File: src/rtl/dcache_arb_pkg.sv
// rtl/dcache_arb_pkg.sv - shared types and port indices for the data-cache port arbiter
package dcache_arb_pkg;

    localparam int DefaultNumPorts = 3;

    typedef logic [$clog2(DefaultNumPorts)-1:0] port_idx_t;

    localparam port_idx_t PortPtw   = 2'd0;
    localparam port_idx_t PortLoad  = 2'd1;
    localparam port_idx_t PortStore = 2'd2;

    typedef enum logic {
        IDLE,
        LOCKED
    } arb_state_e;

endpackage

File: src/rtl/arb_id_fifo.sv
// rtl/arb_id_fifo.sv - circular FIFO of requester indices with same-cycle push and pop
module arb_id_fifo #(
    parameter int Depth = 7,
    parameter int Width = 2
) (
    input  logic                       clk_i,
    input  logic                       rst_i,
    input  logic                       push_i,
    input  logic [Width-1:0]           push_data_i,
    input  logic                       pop_i,
    output logic [Width-1:0]           head_o,
    output logic                       full_o,
    output logic                       empty_o,
    output logic [$clog2(Depth+1)-1:0] count_o
);

    localparam int PtrW = (Depth > 1) ? $clog2(Depth) : 1;
    localparam int CntW = $clog2(Depth + 1);

    logic [Width-1:0] mem_q [Depth];
    logic [PtrW-1:0]  rd_ptr_q;
    logic [PtrW-1:0]  wr_ptr_q;
    logic [CntW-1:0]  count_q;
    logic             do_push;
    logic             do_pop;

    // Depth need not be a power of two, so the wrap is an explicit compare.
    function automatic logic [PtrW-1:0] next_ptr(input logic [PtrW-1:0] ptr);
        return (ptr == PtrW'(Depth - 1)) ? '0 : ptr + 1'b1;
    endfunction

    assign empty_o = (count_q == '0);
    assign full_o  = (count_q == CntW'(Depth));
    assign count_o = count_q;
    assign head_o  = mem_q[rd_ptr_q];
    assign do_pop  = pop_i && !empty_o;
    assign do_push = push_i && (!full_o || do_pop);

    always_ff @(posedge clk_i) begin
        if (rst_i) begin
            rd_ptr_q <= '0;
            wr_ptr_q <= '0;
            count_q  <= '0;
        end else begin
            if (do_push) wr_ptr_q <= next_ptr(wr_ptr_q);
            if (do_pop)  rd_ptr_q <= next_ptr(rd_ptr_q);
            case ({do_push, do_pop})
                2'b10:   count_q <= count_q + 1'b1;
                2'b01:   count_q <= count_q - 1'b1;
                default: count_q <= count_q;
            endcase
        end
    end

    always_ff @(posedge clk_i) begin
        if (do_push) mem_q[wr_ptr_q] <= push_data_i;
    end

endmodule

File: src/rtl/dcache_port_arbiter.sv
// rtl/dcache_port_arbiter.sv - round-robin sharing of the data-cache port with in-order response routing
module dcache_port_arbiter
    import dcache_arb_pkg::*;
#(
    parameter int NumPorts       = 3,
    parameter int AddrWidth      = 64,
    parameter int DataWidth      = 64,
    parameter int MaxOutstanding = 7
) (
    input  logic                              clk_i,
    input  logic                              rst_i,
    input  logic [NumPorts-1:0]               port_req_i,
    output logic [NumPorts-1:0]               port_ready_o,
    input  logic [NumPorts*AddrWidth-1:0]     port_addr_i,
    input  logic [NumPorts*DataWidth-1:0]     port_wdata_i,
    input  logic [NumPorts*(DataWidth/8)-1:0] port_be_i,
    input  logic [NumPorts-1:0]               port_we_i,
    output logic [NumPorts-1:0]               port_rsp_valid_o,
    output logic [DataWidth-1:0]              port_rsp_rdata_o,
    output logic                              req_valid_o,
    input  logic                              req_ready_i,
    output logic [AddrWidth-1:0]              req_addr_o,
    output logic [DataWidth-1:0]              req_wdata_o,
    output logic [DataWidth/8-1:0]            req_be_o,
    output logic                              req_we_o,
    output logic [$clog2(NumPorts)-1:0]       req_port_o,
    input  logic                              rsp_valid_i,
    input  logic [DataWidth-1:0]              rsp_rdata_i,
    output logic                              busy_o,
    output logic                              err_o
);

    localparam int IdxW = $clog2(NumPorts);
    localparam int BeW  = DataWidth / 8;
    localparam int CntW = $clog2(MaxOutstanding + 1);

    arb_state_e      state_q;
    logic [IdxW-1:0] lock_idx_q;
    logic [IdxW-1:0] rr_ptr_q;
    logic [IdxW-1:0] win_idx;
    logic [IdxW-1:0] sel_idx;
    logic [IdxW-1:0] head_idx;
    logic            win_found;
    logic            accept;
    logic            rsp_hit;
    logic            fifo_full;
    logic            fifo_empty;
    logic [CntW-1:0] fifo_count;
    logic            err_q;

    // Search starts at the round-robin pointer and wraps modulo NumPorts.
    always_comb begin
        int c;
        win_found = 1'b0;
        win_idx   = '0;
        c         = 0;
        for (int k = 0; k < NumPorts; k++) begin
            c = int'(rr_ptr_q) + k;
            if (c >= NumPorts) c = c - NumPorts;
            if (!win_found && port_req_i[c]) begin
                win_found = 1'b1;
                win_idx   = IdxW'(c);
            end
        end
    end

    // A full tracker blocks new grants even if a response retires this cycle.
    assign sel_idx     = (state_q == LOCKED) ? lock_idx_q : win_idx;
    assign req_valid_o = !rst_i && ((state_q == LOCKED) || (win_found && !fifo_full));
    assign req_port_o  = sel_idx;
    assign accept      = req_valid_o && req_ready_i;
    assign rsp_hit     = !rst_i && rsp_valid_i && !fifo_empty;

    always_comb begin
        req_addr_o  = '0;
        req_wdata_o = '0;
        req_be_o    = '0;
        req_we_o    = 1'b0;
        for (int p = 0; p < NumPorts; p++) begin
            if (sel_idx == IdxW'(p)) begin
                req_addr_o  = port_addr_i[p*AddrWidth +: AddrWidth];
                req_wdata_o = port_wdata_i[p*DataWidth +: DataWidth];
                req_be_o    = port_be_i[p*BeW +: BeW];
                req_we_o    = port_we_i[p];
            end
        end
    end

    always_comb begin
        port_ready_o     = '0;
        port_rsp_valid_o = '0;
        for (int p = 0; p < NumPorts; p++) begin
            port_ready_o[p]     = accept && (sel_idx == IdxW'(p));
            port_rsp_valid_o[p] = rsp_hit && (head_idx == IdxW'(p));
        end
    end

    assign port_rsp_rdata_o = rsp_rdata_i;
    assign busy_o           = (fifo_count != '0);
    assign err_o            = err_q;

    always_ff @(posedge clk_i) begin
        if (rst_i) begin
            state_q    <= IDLE;
            lock_idx_q <= '0;
            rr_ptr_q   <= '0;
            err_q      <= 1'b0;
        end else begin
            if (rsp_valid_i && fifo_empty) err_q <= 1'b1;
            if (state_q == LOCKED && !port_req_i[lock_idx_q]) err_q <= 1'b1;
            case (state_q)
                IDLE: begin
                    if (req_valid_o && !req_ready_i) begin
                        state_q    <= LOCKED;
                        lock_idx_q <= win_idx;
                    end
                end
                LOCKED: begin
                    if (req_ready_i) state_q <= IDLE;
                end
                default: state_q <= IDLE;
            endcase
            if (accept) begin
                rr_ptr_q <= (sel_idx == IdxW'(NumPorts - 1)) ? '0 : sel_idx + 1'b1;
            end
        end
    end

    arb_id_fifo #(
        .Depth (MaxOutstanding),
        .Width (IdxW)
    ) u_id_fifo (
        .clk_i       (clk_i),
        .rst_i       (rst_i),
        .push_i      (accept),
        .push_data_i (sel_idx),
        .pop_i       (rsp_hit),
        .head_o      (head_idx),
        .full_o      (fifo_full),
        .empty_o     (fifo_empty),
        .count_o     (fifo_count)
    );

endmodule

File: config.mk
export PLATFORM = sky130hd
export DESIGN_NAME = dcache_port_arbiter
export DESIGN_NICKNAME = d
export VERILOG_FILES = /design/src/rtl/dcache_arb_pkg.sv /design/src/rtl/arb_id_fifo.sv /design/src/rtl/dcache_port_arbiter.sv
export SDC_FILE = /design/constraint.sdc
export NUM_CORES = 1
export LEC_CHECK = 0
export CORE_AREA = 2 2 272 274
export DETAILED_ROUTE_END_ITERATION = 10
export DIE_AREA = 0 0 274 276
export GPL_TIMING_DRIVEN = 1
export HOLD_SLACK_MARGIN = 0.03
export PLACE_DENSITY = 0.43
export SLEW_MARGIN = 10
export SYNTH_ARGS = -nofsm -noshare
export SYNTH_HDL_FRONTEND = slang
export SYNTH_HIERARCHICAL = 1
export SYNTH_SLANG_ARGS = --single-unit
File: constraint.sdc
create_clock -name clk_i -period 3.9 [get_ports clk_i]
set_clock_uncertainty 0.15 [all_clocks]
set_input_delay 0.78 -clock clk_i [delete_from_list [all_inputs] [get_ports clk_i]]
set_output_delay 0.78 -clock clk_i [all_outputs]
set_load 0.05 [all_outputs]
; ---- Word level (Yosys, flattened, before mapping)
; Memories as Yosys holds them, arrays and structs flattened. A register that Yosys moved wholly into a read port is not among the register bits.
; Cells that the tools add are included.
[totals]
n_memories = 1
output_inout_bits = 212
register_bits = 15
ramBits = 14
in_bits = 482
wordCells = 115
[op_classes]
addsub = 10
eq_ne = 9
reduce_logical = 34
bitwise_logic = 1
order_cmp = 7
muxes = 46
[mem_list]
columns = name, words, width, rd, rd_clocked_by_memory_dff, wr, line
row1 = u_id_fifo.mem_q, 7, 2, 1, 1, 1, arb_id_fifo.sv:20  ; logic [Width-1:0] mem_q [Depth];
[ops]
columns = cell, n
row1 = 64-bit two-way mux, 6
row2 = "32-bit by 4-bit less-than comparator with 1-bit output, second input constant", 3
row3 = 32-bit two-way mux, 3
row4 = 8-bit two-way mux, 3
row5 = 1-bit two-way mux, 19
row6 = 1-bit logical AND, 18
row7 = 3-bit two-way mux, 4
row8 = 2-bit two-way mux, 5
row9 = "3-bit by 1-bit adder with 3-bit output, second input constant", 3
row10 = "3-bit equality test, second input constant", 3
row11 = 1-bit binary-select mux with 2-bit select, 4
row12 = "3-bit by 2-bit subtractor with 4-bit output, second input constant", 2
row13 = 1-bit zero test, 7
row14 = "2-bit by 1-bit equality test with 1-bit output, second input constant", 3
row15 = "2-bit equality test, second input constant", 3
row16 = "3-bit by 2-bit >= comparator with 1-bit output, second input constant", 2
row17 = 3-bit one-hot mux with 2 select lines, 1
row18 = 2-bit zero test, 2
row19 = 2-bit nonzero test, 2
row20 = "2-bit by 1-bit adder with 3-bit output, second input constant", 1
row21 = "2-bit by 2-bit adder with 3-bit output, second input constant", 1
row22 = 3-bit zero test, 1
row23 = "2-bit by 3-bit less-than comparator with 1-bit output, second input constant", 1
row24 = 3-bit nonzero test, 1
row25 = other kinds (8), 9

; ---- Longest topological paths before layout
[logic_depth]
depth_word = 19
ltp_mapped = 15
mapped_depth_nobuf = 13

; ---- Hierarchy
; The synthesis kept the hierarchy.
[by_module_without_submodules]
columns = module, cells_per_inst, area_each_um2, instances, seq_area_each_um2
row1 = dcache_port_arbiter, 1254, 8506.9, 1, 120.1
row2 = arb_id_fifo, 108, 1243.7, 1, 660.6

; ---- Least setup slack after synthesis
; OpenSTA, ideal clock, no wires.
[synth_timing]
kind = input -> output
startpoint = in port_req_i[1]
endpoint = out port_ready_o[2]
n_path_buf = 2
stages = 7
t_required_ns = 2.970
arrival_time_ns = 3.852
path_slack_ns = -0.882
path_cell_list = mux2i_1 > nor2_1 > buf_2 > a21o_1 > buf_2 > o21bai_1 > nor3b_1
[synth_via]
word_cells_on_any_way = 26
cone_classes = eq/ne: 1 / mux: 16 / reduce/logical: 9
[synth_rtl]
columns = element, line
row1 = from (decl), dcache_port_arbiter.sv:12  ; input logic [NumPorts-1:0] port_req_i,
row2 = 1-bit binary-select mux with 2-bit select, dcache_port_arbiter.sv:60  ; if (!win_found && port_req_i[c]) begin
row3 = 1-bit two-way mux (not written as such) (2 in a row), dcache_port_arbiter.sv:60
row4 = 1-bit two-way mux, dcache_port_arbiter.sv:60
row5 = 1-bit zero test, dcache_port_arbiter.sv:60
row6 = 1-bit logical AND, dcache_port_arbiter.sv:60
row7 = 1-bit two-way mux, dcache_port_arbiter.sv:60
row8 = 1-bit zero test, dcache_port_arbiter.sv:60
row9 = 1-bit logical AND, dcache_port_arbiter.sv:60
row10 = 2-bit two-way mux *, dcache_port_arbiter.sv:60
row11 = 2-bit two-way mux *, dcache_port_arbiter.sv:68  ; assign sel_idx = (state_q == LOCKED) ? lock_idx_q : win_idx;
row12 = net req_port_o[1], dcache_port_arbiter.sv:26  ; output logic [$clog2(NumPorts)-1:0] req_port_o,
row13 = 2-bit equality test *, dcache_port_arbiter.sv:93  ; port_ready_o[p] = accept && (sel_idx == IdxW'(p));
row14 = 1-bit logical AND *, dcache_port_arbiter.sv:93
row15 = to (decl), dcache_port_arbiter.sv:13  ; output logic [NumPorts-1:0] port_ready_o,
; Mark *: on every way through the listed nets, which the timed path passes. The rest lies on a longest branch. The select of a mux whose other input is x is not followed.

; ---- Worst setup path after layout
[layout_timing]
startpoint = reg rr_ptr_q[1]
endpoint = out req_addr_o[26]
[layout_via]
elab_chain_len = 17
word_cells_on_any_way = 36
cone_classes = add/sub: 5 / order compare: 3 / eq/ne: 2 / mux: 21 / reduce/logical: 5
[layout_lines]
columns = element, line
row1 = from (decl), dcache_port_arbiter.sv:39  ; logic [IdxW-1:0] rr_ptr_q;
row2 = from (signal assigned), dcache_port_arbiter.sv:124  ; rr_ptr_q <= (sel_idx == IdxW'(NumPorts - 1)) ? '0 : sel_idx + 1'b1;
row3 = branches (longest 11 deep; another with 3-bit by 2-bit subtractor with 4-bit output), --
row4 = 2-bit two-way mux *, dcache_port_arbiter.sv:60
row5 = 2-bit two-way mux *, dcache_port_arbiter.sv:68
row6 = 2-bit zero test, dcache_port_arbiter.sv:80  ; if (sel_idx == IdxW'(p)) begin
row7 = 64-bit two-way mux (2 in a row), dcache_port_arbiter.sv:80
row8 = 64-bit two-way mux *, dcache_port_arbiter.sv:80
row9 = to (decl), dcache_port_arbiter.sv:22  ; output logic [AddrWidth-1:0] req_addr_o,
; Every way passes the cells marked *. The select of a mux whose other input is x is not followed.

==> impl_metrics.csv <==
group,metric,value,unit
setup_path,worst-path-buf-inv,5,
power_and_ir_drop,ir_drop,466,uV
setup_path,worstPathCellList,"inv_1 -> ha_2 -> mux2i_4 -> nor2_4 -> buf_4 -> buf_12 -> buf_4 -> a2111oi_2 -> a211oi_2 -> o22ai_2 -> buf_12",
clock_network,clockBufferDepth,2,
die,start_util,13.4,%
sta,period_share,97.2,%
synthesis,avgSynthCellArea,7.16,um2
layout,final_nets,2370,
routing,drc,0,
synthesis,synth-edff-count,14,
run_status,status,"complete, no violations",
layout,final_area,19700,um2
synthesis,post_synth_num_cell_types,61,
layout,multi_input_area,7590,um2
routing,post_drt_wl_per_cell,19.7,um
global_route,grt_pass1_wl,82.2,mm
setup_path,critPathTopFamily,"buffers and inverters",
setup_path,r2r_cells,14,
power_and_ir_drop,powerDensity,553,nW/um2
layout,fillers,7848,
clock_network,clockRootBuffer,"clkbuf_16",
setup_path,cp.arrival,2.86,ns
clock_network,clock-sinks,32,
setup_path,start_kind,"flop",
clock_network,h-tree-depth,2,
power_and_ir_drop,finalPower,10.9,mW
die,placementRows,99,
setup_path,reg2reg_slack,0.43,ns
clock_network,tritoncts,"built",
clock_network,cts_buffers,5,
routing,firstDrtPassIters,4,
worst_hold_path,min_to,"rr_ptr_q[0]",
routing,wl,56.2,mm
placed_design,gp_congestion,0.833,
synthesis,netlist_area,9750,um2
run,maxCapViolCount,0,
placed_design,placed_cell_area,18400,um2
layout,final_cell_mix,"clkdlybuf4s50_1 (416), inv_1 (286), buf_12 (169)",
clock_network,clkSlewWorstSetupHoldPaths,0.05,ns
setup_path,crit_required,2.97,ns
die,die-area,75600,um2
power_and_ir_drop,p_leak,7.87,nW
synthesis,synthesis.instances,1362,
setup_path,r2r_end,"u_id_fifo/count_o[1]",
synthesis,synth_nets,1849,
synthesis,synth_seq_area_share,8.01,%
placed_design,port_buffers,565,
layout,final_common_cell,"clkdlybuf4s50_1",
clock_network,insertion_delay,0.27,ns
die,die_h,276,um
layout,drive_above_1_share,30.5,%
die,chipWidth,274,um
sta,max_slew.worst_pin.slew,0.775,ns
routing,via_per_inst,4.43,
setup_path,r2r_start,"rr_ptr_q[1]",
worst_hold_path,hp-class,"reg -> reg",
sta,slew_viol_final,0,
global_route,grt_pass1_vias,13262,
sta,setup_viol,0,
routing,drt_iter0_drc,581,
synthesis,ys_seq_elements,32,
routing,vias,12608,
sta,achievable-frequency,0.264,GHz
global_route,antenna_found_initial,10,
global_route,grt_overflow_total,0,
die,boundaryPins,694,
global_route,grt.total_usage,14.0,%
routing,detail-route-antenna-nets,0,
die,core,72600,um2
setup_path,slowest_stage,"a2111oi_2",
global_route,grt_max_degree,107,
synthesis,ys.flop_type,"dfxtp_1",
layout,register_area,786,um2
worst_hold_path,hold_depth,2,
worst_hold_path,worstHoldStart,"rr_ptr_q[0]",
setup_path,worstSetupPathType,"reg -> out",
layout,syn2layout_area_growth,102,%
synthesis,ys_warn_count,6,
setup_path,crit_path_max_incr_delay,0.42,ns
setup_path,endpoint_kind,"output pin",
placed_design,place_hpwl,43.0,mm
sta,max_slew_margin,47.0,%
synthesis,async_reset_ff_share,0,%
setup_path,cp_max_fo,40,
sta,hold_violations,0,
sta,period_needed,3.79,ns
==> worst max path at each step <==
stage             startpoint              end  slack (ns)  cells past startpoint
3_3_place_gp   port_req_i[1]  req_wdata_o[29]       -0.41                      9
5_1_grt          rr_ptr_q[1]   req_addr_o[26]       -0.02                     11
2_1_floorplan  port_req_i[1]   req_addr_o[54]       -0.27                      8
3_5_place_dp   port_req_i[1]   req_addr_o[33]       -0.43                      9
4_1_cts          rr_ptr_q[0]   req_addr_o[58]        0.01                     11
6_report         rr_ptr_q[1]   req_addr_o[26]        0.11                     11
==> what timing repair did <==
action / 4_1_cts / 5_1_grt
setup buffers: 8 / 0
hold buffers: 0 / 0
pin swaps: 20 / 3
cloned: 3 / 0
resized for setup: 163 / 61
setup endpoints to repair: 141 / 140
==> per-layer routing <==
layer  global-route usage (%)  vias to the layer above  wire, um
li1                         -                     6048         -
met1                     15.6                     6117     22000
met2                     26.6                      369     30000
met3                     2.74                       66      2980
met4                     3.44                        8      1200
met5                        0                        -        45
==> where the power goes <==
part / switching (mW) / internal (mW)
clock: 0.133 / 0.300
sequential: 0.0371 / 0.382
combinational: 5.36 / 4.66
==> metrics by stage <==
step                      hold slack [ns]  TNS, ns  util, %  setup WS, ns  std cells
after floorplan                     0.338    -2.44        -        -0.270       1362
after global placement              0.363   -20.31     25.3        -0.408       2824
after detailed placement            0.399   -23.57     25.3        -0.426       2824
after CTS                           0.402        0     26.8        0.0121       2843
after global routing                0.422  -0.0380     27.1       -0.0154       2849
final                               0.397        0     27.1         0.109       2849
==> sequential cells by signal (all words and copies together) (netlist names), named ones only <==
signal / count
u_id_fifo/mem_q: 14
u_id_fifo/count_o: 3
u_id_fifo/rd_ptr_q: 3
u_id_fifo/wr_ptr_q: 3
lock_idx_q: 2
rr_ptr_q: 2
err_o: 1
state_q: 1
==> kinds of logic after synthesis <==
family          Yosys count  synth area share [%]
simple gates            205                  12.8
xor+xnor                  1                0.0898
buf+inv                 511                  23.6
mux                      10                  1.36
flops                    32                  8.01
fa+ha+maj                 5                 0.719
compound gates          598                  53.4
==> cell usage after synthesis (2+ instances only) <==
master | n | share of area (%)
inv_1 | 286 | 11
nor2b_1 | 145 | 9.3
a22o_1 | 139 | 12
a2111oi_0 | 138 | 12
a211oi_1 | 138 | 11
clkbuf_1 | 124 | 4.8
o22ai_2 | 90 | 12
buf_4 | 74 | 5.7
o22ai_1 | 47 | 3.0
dfxtp_1 | 18 | 3.7
edfxtp_1 | 14 | 4.3
buf_2 | 12 | 0.62
buf_6 | 12 | 1.4
nor2_1 | 12 | 0.46
o21ai_0 | 12 | 0.62
a21oi_1 | 11 | 0.56
nand2_1 | 10 | 0.39
nor3_1 | 9 | 0.46
mux2i_1 | 5 | 0.51
ha_1 | 4 | 0.51
nand3b_1 | 4 | 0.31
buf_1 | 3 | 0.12
nand2b_1 | 3 | 0.19
nand3_1 | 3 | 0.15
nor3b_1 | 3 | 0.23
or2_2 | 3 | 0.19
or3_1 | 3 | 0.19
a31oi_1 | 2 | 0.13
a41o_1 | 2 | 0.21
mux2_2 | 2 | 0.23
mux4_2 | 2 | 0.46
o211a_1 | 2 | 0.21
o211ai_1 | 2 | 0.15
==> tightest hold or removal path, stage by stage, from the launching register on <==
cell,delay (ns)
dfxtp_2,0.34
nand4_1,0.10
o31ai_2,0.07
==> final cells by class <==
cell class                 instances  area share, %
timing repair buffer             739           44.9
multi-input combinational        819           38.6
tap                              959           6.10
inverter                         286           5.46
sequential                        32           4.00
clock buffer                       6          0.655
clock inverter                     2          0.178
antenna                            6         0.0764
(Power assumes the default switching activity.)
